===== config.mk =====
export PLATFORM = sky130hd
export DESIGN_NAME = fc_debug_stream_arbiter
export DESIGN_NICKNAME = d
export VERILOG_FILES = /design/src/rtl/fc_debug_stream_arbiter.sv
export SDC_FILE = /design/constraint.sdc
export NUM_CORES = 1
export LEC_CHECK = 0
export CORE_AREA = 2 2 316 318
export CTS_BUF_LIST = sky130_fd_sc_hd__clkbuf_8
export DETAILED_ROUTE_END_ITERATION = 8
export DIE_AREA = 0 0 318 320
export GPL_TIMING_DRIVEN = 0
export PLACE_DENSITY = 0.37
export SLEW_MARGIN = 10
export SYNTH_ARGS = -nofsm -noshare
export SYNTH_HDL_FRONTEND = slang
export SYNTH_SLANG_ARGS = --single-unit

===== constraint.sdc =====
create_clock -name clk -period 5.06 [get_ports clk]
set_input_delay 1.012 -clock clk [delete_from_list [all_inputs] [get_ports clk]]
set_output_delay 1.012 -clock clk [all_outputs]
set_load 0.01 [all_outputs]

===== src/rtl/fc_debug_stream_arbiter.sv =====
// Debug stream arbiter: merges NUM_IN Avalon-ST requester ports onto one
// output stream with packet-level round-robin locking. Beats that arrive
// outside a packet while no port owns the output are accepted, dropped and
// counted in orphan_count.
module fc_debug_stream_arbiter #(
    parameter int NUM_IN = 2,
    parameter int DATA_W = 256
) (
    input  logic                     clk,
    input  logic                     reset_n,
    input  logic [NUM_IN*DATA_W-1:0] st_in_data,
    input  logic [NUM_IN-1:0]        st_in_valid,
    input  logic [NUM_IN-1:0]        st_in_startofpacket,
    input  logic [NUM_IN-1:0]        st_in_endofpacket,
    input  logic [NUM_IN*5-1:0]      st_in_empty,
    output logic [NUM_IN-1:0]        st_in_ready,
    output logic [DATA_W-1:0]        st_out_data,
    output logic [4:0]               st_out_empty,
    output logic                     st_out_valid,
    output logic                     st_out_startofpacket,
    output logic                     st_out_endofpacket,
    output logic [1:0]               st_out_channel,
    input  logic                     st_out_ready,
    output logic [15:0]              orphan_count
);

    typedef enum logic {IDLE, LOCKED} state_t;

    state_t            state_q, state_d;
    logic [1:0]        grant_q;
    logic [1:0]        last_grant_q;
    logic [1:0]        pick;
    logic              found;
    logic [2:0]        cand;

    // Per-port qualifiers widened to the 4-port maximum so a 2-bit index is always in range.
    logic [3:0]        valid_pad, sop_pad, eop_pad, req_pad, ready_pad, orphan_pad;
    logic [2:0]        orphan_cnt;
    logic              accept, accept_eop;
    logic [DATA_W-1:0] sel_data;
    logic [4:0]        sel_empty;

    // Output register stage
    logic [DATA_W-1:0] out_data_p1;
    logic [4:0]        out_empty_p1;
    logic              out_sop_p1, out_eop_p1;
    logic [1:0]        out_chan_p1;
    logic              vld_p1;
    logic [15:0]       orphan_q;

    function automatic logic [15:0] sat_add16(input logic [15:0] a, input logic [2:0] b);
        logic [16:0] sum;
        sum = {1'b0, a} + {14'd0, b};
        return sum[16] ? 16'hFFFF : sum[15:0];
    endfunction

    assign valid_pad  = 4'(st_in_valid);
    assign sop_pad    = 4'(st_in_startofpacket);
    assign eop_pad    = 4'(st_in_endofpacket);
    assign req_pad    = valid_pad & sop_pad;
    assign orphan_pad = valid_pad & ~sop_pad;

    assign sel_data  = st_in_data[int'(grant_q)*DATA_W +: DATA_W];
    assign sel_empty = st_in_empty[int'(grant_q)*5 +: 5];

    // Round-robin search over start-of-packet requests, beginning after last_grant.
    always_comb begin
        found = 1'b0;
        pick  = last_grant_q;
        cand  = '0;
        for (int k = 1; k <= NUM_IN; k++) begin
            cand = {1'b0, last_grant_q} + 3'(k);
            if (cand >= 3'(NUM_IN)) cand = cand - 3'(NUM_IN);
            if (!found && req_pad[cand[1:0]]) begin
                found = 1'b1;
                pick  = cand[1:0];
            end
        end
    end

    // Ready generation: orphan drain while idle, locked port gated by output-register space.
    always_comb begin
        ready_pad = '0;
        if (reset_n) begin
            if (state_q == IDLE) ready_pad = orphan_pad;
            else ready_pad[grant_q] = !vld_p1 || st_out_ready;
        end
    end

    assign st_in_ready = ready_pad[NUM_IN-1:0];
    assign accept      = (state_q == LOCKED) && valid_pad[grant_q] && ready_pad[grant_q];
    assign accept_eop  = accept && eop_pad[grant_q];
    assign orphan_cnt  = (state_q == IDLE) ?
                         3'((valid_pad[0] & ready_pad[0])) + 3'((valid_pad[1] & ready_pad[1])) +
                         3'((valid_pad[2] & ready_pad[2])) + 3'((valid_pad[3] & ready_pad[3])) : 3'd0;

    // Next-state logic: lock on a granted sop, release only on an accepted eop.
    always_comb begin
        state_d = state_q;
        case (state_q)
            IDLE:    if (found) state_d = LOCKED;
            LOCKED:  if (accept_eop) state_d = IDLE;
            default: state_d = IDLE;
        endcase
    end

    // FSM state, current grant and round-robin pointer.
    always_ff @(posedge clk or negedge reset_n) begin
        if (!reset_n) begin
            state_q      <= IDLE;
            grant_q      <= '0;
            last_grant_q <= 2'(NUM_IN - 1);
        end else begin
            state_q <= state_d;
            if (state_q == IDLE && found) grant_q <= pick;
            if (accept_eop) last_grant_q <= grant_q;
        end
    end

    // Output register: load on accept, drain on downstream ready, hold otherwise.
    always_ff @(posedge clk or negedge reset_n) begin
        if (!reset_n) begin
            out_data_p1  <= '0;
            out_empty_p1 <= '0;
            out_sop_p1   <= 1'b0;
            out_eop_p1   <= 1'b0;
            out_chan_p1  <= '0;
            vld_p1       <= 1'b0;
        end else if (accept) begin
            out_data_p1  <= sel_data;
            out_empty_p1 <= sel_empty;
            out_sop_p1   <= sop_pad[grant_q];
            out_eop_p1   <= eop_pad[grant_q];
            out_chan_p1  <= grant_q;
            vld_p1       <= 1'b1;
        end else if (vld_p1 && st_out_ready) begin
            vld_p1 <= 1'b0;
        end
    end

    // Saturating count of beats dropped outside a packet.
    always_ff @(posedge clk or negedge reset_n) begin
        if (!reset_n) orphan_q <= '0;
        else          orphan_q <= sat_add16(orphan_q, orphan_cnt);
    end

    assign st_out_data          = out_data_p1;
    assign st_out_empty         = out_empty_p1;
    assign st_out_startofpacket = out_sop_p1;
    assign st_out_endofpacket   = out_eop_p1;
    assign st_out_channel       = out_chan_p1;
    assign st_out_valid         = vld_p1;
    assign orphan_count         = orphan_q;

endmodule

==> metrics, run 1 <==
min Tclk post-route 4590 ps; delay-heaviest family, CP buffers and inverters; Yosys top cell by area dfrtp_1; Critical-path top delay cell buf_1; largest net degree at the start of global routing 94; Yosys Warn Count 0; CP Buf/Inv Count 5; Fin. Hold Viols 0; CTS tree done; final core utilization 25.4%; die height 320 um; DPL Wire Length 64800 um; Avg Cell Area, Syn 10.8 sq um; H-tree levels 2; Layout fillers 10480; top cell type's share of synthesized area about half; setup slack after layout ~470 ps; cells on worst reg2reg path 15; antenna violations before repair 11; first-pass GRT wire length 111000 um; Worst Path Max Fanout 10; FP Rows 115; asr flop ratio synth between 90% and 100%; Net Count, Synth 1831; Synth-to-Final Area Change 78.2%; die area a little over 100000 sq um; GPL Wtd Cong 0.847; reg2reg start grant_q[0]; Critical Path Source Type flop; Core ar. between 90000 and 100000 sq um; clk sinks 287; CP endpoint orphan_count[13]; Min-Delay Path Class input port to async pin; DR WL/cell 22.6 um; # IOs 815; hold buffer count at CTS 0; 1st-pass router iterations 5; vias in the first global route 15234; Main synth FF type dfrtp_1; fin crit share 90.7%; CP arrival 5130 ps; pwr dens 527 nW/um^2; gr usage total 14.9%; Final Max Slew Viols 0; total CTS buffers 57; CP Data Required Time approximately 5600 ps; Final setup viols 0; Remaining DRCs 0; Max Cap Viol 0; RSZ-0062 raised after global routing no; CP peak stage delay 700 ps; synthesized area roughly 14000 sq um; via count 13901; PortBufs 814; post-synthesis register bit count approximately 290; total grt overflow 0; layout cells sized above 1 just under 7%; Chip Width 318 um; Worst-path clk slew 60 ps; Via density approximately 4.0; maximum clock frequency 218 MHz; synth top area cells dfrtp_1, mux2i_1, o31ai_1; total wire length 79000 um; worst path cell trace buf_4 -> buf_2 -> buf_1 -> nor2_1 -> o211a_1 -> ha_1 -> nor2b_1 -> ha_1 -> inv_1 -> fa_1 -> nand3b_1 -> nor4_1 -> nand3_1 -> buf_2 -> nand2_1; total power 13100 uW; final clock skew between 20 and 30 ps; Post-CTS Setup Bufs 0; Slew headroom ~15%; pre-CTS setup slack -141 ps; Crit. End Element flop; Root Driver clkbuf_8; Post-Synthesis Cells about 1300; crit path from grant_q[0]; setup_tns 0 ps; Critical R2R Capture orphan_count[13]; R2R setup slack 470 ps; Distinct cells, synth a little over 40; Crit Path Class flop to flop; antenna viol nets, final 0; leakage power 0.0105 uW; Seq/Total Area, Yosys 51.5%; Net count, final 2707; WHS 300 ps; DRT iter0 DRCs a little over 500; Gates resized, CTS repair 0; EDFF count, synth 0; initial core utilization between 10% and 20%; Worst path depth 15; worst skew pair latency 640 ps; Max clock buf depth 3; highest ir drop seen on vdd 0.000171 V; actual slew at the worst max-slew pin 1240 ps; status complete, no violations
-- cell usage after synthesis, types with 2 or more instances --
library cell	n
o31ai_1	264
a21oi_1	4
and2_1	4
xnor2_1	5
and3_1	2
clkbuf_1	50
o21a_1	2
nor3_1	2
inv_1	6
buf_2	63
ha_1	3
buf_4	2
nand3b_1	2
mux2_2	2
nand4b_1	2
o21ai_0	2
dfrtp_1	286
nor2b_1	4
nand2_1	282
nand2b_1	3
xor2_1	5
mux2i_1	263
nand4_1	3
buf_1	4
nand3_1	6
nor2_1	9
mux2_1	2
-- through the flow --
stage          std cells  area, sq um
6_report            3495        24900
2_1_floorplan       1296        14000
5_1_grt             3495        24900
3_5_place_dp        3400        23800
3_3_place_gp        3397        23700
4_1_cts             3494        24900
-- cells in the final DEF, fill, tap and decap left out, types with 3 or more instances in the layout --
cell type	instances
nor2b_1	4
o31ai_1	264
buf_1	4
clkbuf_1	50
nor2_1	9
dfrtp_1	286
nand2_1	282
ha_1	3
xnor2_1	5
inv_1	23
xor2_1	5
clkdlybuf4s50_1	813
buf_2	63
nand3_1	6
clkbuf_8	70
mux2i_1	263
clkinv_2	7
a21oi_1	4
nand4_1	3
buf_16	3
and2_1	4
nand2b_1	3
-- final cells by class --
cell class	count	area (sq um)	area share, %
Antenna cell	1	2.50	0.0101
Buffer	119	533	2.14
Clock buffer	70	963	3.87
Clock inverter	24	98.8	0.398
Inverter	6	22.5	0.0906
Multi-Input combinational cell	884	6220	25.0
Sequential cell	287	7180	28.9
Tap cell	1287	1610	6.48
Timing Repair Buffer	817	8240	33.1
-- sequential cells by signal (all words and copies together), names as in the netlist --
name / flops
st_out_channel: 2
st_out_startofpacket: 1
grant_q: 2
state_q: 1
st_out_endofpacket: 1
last_grant_q: 2
orphan_count: 16
st_out_empty: 5
st_out_data: 256
st_out_valid: 1
-- report_power, final --
group	leakage [uW]	total, uW	internal [uW]	switching [uW]
sequential	0.00357	3920	3330	589
combinational	0.00632	6920	3350	3570
clock	0.000621	2270	1220	1050
-- layer usage --
layer  part of all wire, %  wire length, um  up-vias  GRT usage, %
li1                      -                -     6445             -
met1                    39            30600     6760          16.5
met2                    51            40200      570          27.1
met3                   7.4             5830      118          4.67
met4                   3.0             2390        8          4.61
met5                 0.058               46        -             0
-- worst min path at each step --
stage / endpoint / slack (ps) / depth (start not counted)
4_1_cts: st_out_data[20] / 250 / 1
3_3_place_gp: st_out_data[237] / 460 / 2
5_1_grt: st_out_data[20] / 280 / 1
2_1_floorplan: st_out_endofpacket / 510 / 2
6_report: st_out_data[3] / 300 / 1
3_5_place_dp: st_out_data[48] / 460 / 2
-- cells by family after synthesis --
kind of cell               after synthesis  synth area share (%)
muxes                                  267                  19.2
buffers and inverters                  125                  3.98
xor gates and xnor gates                10                 0.628
and+or+nand+nor                        326                  9.49
adders and majority gates                4                 0.412
AOI/OAI and AO/OA                      277                  14.8
DFF                                    287                  51.5
No activity file was read; power rests on OpenSTA's default activity.
==> run 2, diff against run 1 <==
--- a/config.mk
+++ b/config.mk
@@ -5,10 +5,11 @@
 export SDC_FILE = /design/constraint.sdc
 export NUM_CORES = 1
 export LEC_CHECK = 0
-export CORE_AREA = 2 2 316 318
+export CAP_MARGIN = 20
+export CORE_AREA = 3 3 317 319
 export CTS_BUF_LIST = sky130_fd_sc_hd__clkbuf_8
 export DETAILED_ROUTE_END_ITERATION = 8
-export DIE_AREA = 0 0 318 320
+export DIE_AREA = 0 0 320 322
 export GPL_TIMING_DRIVEN = 0
 export PLACE_DENSITY = 0.37
 export SLEW_MARGIN = 10
==> run 2 against run 1 <==
Sequential power about the same. Critical path depth unchanged. First-iteration DRC count increased by 4.5%. Worst hold slack got worse by 74 ps. Global-route usage decreased by 0.49 points. Clock skew about the same.
==> metrics, run 2 (same netlist as run 1, synthesis figures left out) <==
RSZ-0062 raised after global routing no; vias in the first global route 14894; WHS ~230 ps; Via density 3.91; Min-Delay Path Class input port to async pin; H-tree levels 2; Layout fillers 10505; via count 13739; highest ir drop seen on vdd between 0.00015 and 0.0002 V; Post-CTS Setup Bufs 0; Fin. Hold Viols 0; CTS tree done; Root Driver clkbuf_8; Worst Path Max Fanout 10; cell area after layout around 25000 sq um; maximum clock frequency 212 MHz; Final Max Slew Viols 0; die height 322 um; Net count, final 2709; layout cells sized above 1 7.43%; Gates resized, CTS repair 0; Core ar. approximately 98000 sq um; setup_tns 0 ps; Crit. End Element flop; Chip Width 320 um; DRT iter0 DRCs about 540; PortBufs 814; total grt overflow 0; Critical Path Source Type flop; antenna viol nets, final 0; total CTS buffers 59; leading cell type in the layout, fill and taps excluded clkdlybuf4s50_1; Worst-path clk slew 60 ps; first-pass GRT wire length 109000 um; largest net degree at the start of global routing 99; antenna violations before repair 5; GPL Wtd Cong 0.802; final clock skew 26.2 ps; reg2reg start grant_q[0]; CP Data Required Time between 5000 and 6000 ps; crit path from grant_q[0]; pwr dens roughly 530 nW/um^2; Final setup viols 0; leakage power 0.0106 uW; die area 103000 sq um; CP arrival 5310 ps; total power approximately 13000 uW; Max Cap Viol 0; fin crit share around 93%; Synth-to-Final Area Change 79.6%; hold buffer count at CTS 0; Slew headroom 33.2%; worst skew pair latency 660 ps; pre-CTS setup slack 172 ps; DR WL/cell 22.3 um; dpl cell area 23800 sq um; most frequent cells in the layout clkdlybuf4s50_1, dfrtp_1, nand2_1; FP Rows ~120; # IOs approximately 800; total wire length 78200 um; actual slew at the worst max-slew pin 1000 ps; Crit Path Class flop to flop; number of flip-flops in the largest register 256; Max clock buf depth 3; Remaining DRCs 0; clk sinks about 290; DPL Wire Length 63700 um; gr usage total 14.4%; min Tclk post-route 4720 ps; 1st-pass router iterations 5; initial core utilization 14.2%; setup slack after layout about 340 ps; status complete, no violations
[run 2: final cells by class]
type | count | area [sq um] | area share, %
plain buffers | 119 | 534 | 2.13
diodes | 1 | 2.50 | 0.00998
inverters | 6 | 22.5 | 0.0898
clock buffers | 77 | 1060 | 4.23
repair buffers | 817 | 8240 | 32.8
multi-input cells | 884 | 6220 | 24.8
well taps | 1287 | 1610 | 6.42
clock inverters | 32 | 205 | 0.818
flip-flops and latches | 287 | 7180 | 28.7
[run 2: worst paths after layout]
check | end | slack, ps | depth (start not counted)
max | orphan_count[13] | 340 | 15
min | st_out_data[139] | 230 | 1
max reg2reg | orphan_count[13] | 340 | 15
min reg2reg | st_out_data[105] | 470 | 2
max in group asynchronous | st_out_data[249] | 3570 | 3
min in group clk | st_out_data[105] | 470 | 2
[run 2: layer usage]
metal  vias up  part of all wire [%]  wire, um  track usage (%)
met2       525                    52     40400             26.7
met4         8                   1.9      1500             3.20
met5         -                 0.078        61                0
li1       6470                     -         -                -
met3        95                   8.1      6320             4.52
met1      6641                    38     29900             16.2
[run 2: worst max-delay path, cell delays in order (launching register included)]
cell	delay (ps)
dfrtp_1	320
buf_4	220
buf_2	320
buf_1	790
nor2_1	150
o211a_1	250
ha_1	260
nor2b_1	140
ha_1	180
inv_1	50
fa_1	420
nand3b_1	310
nor4_1	610
nand3_1	270
buf_2	260
nand2_1	90
[run 2: per-stage QoR]
stage / std cells / utilization, %
6_report: 3510 / 25.5
5_1_grt: 3509 / 25.5
4_1_cts: 3509 / 25.5
3_5_place_dp: 3400 / 24.3
3_3_place_gp: 3397 / 24.2
2_1_floorplan: 1296 / -
[run 2: power by group]
group | internal (uW) | switching [uW] | total (uW) | leakage [uW]
clock | 1470 | 1140 | 2610 | 0.000722
sequential | 3330 | 584 | 3910 | 0.00357
combinational | 3350 | 3490 | 6840 | 0.00632
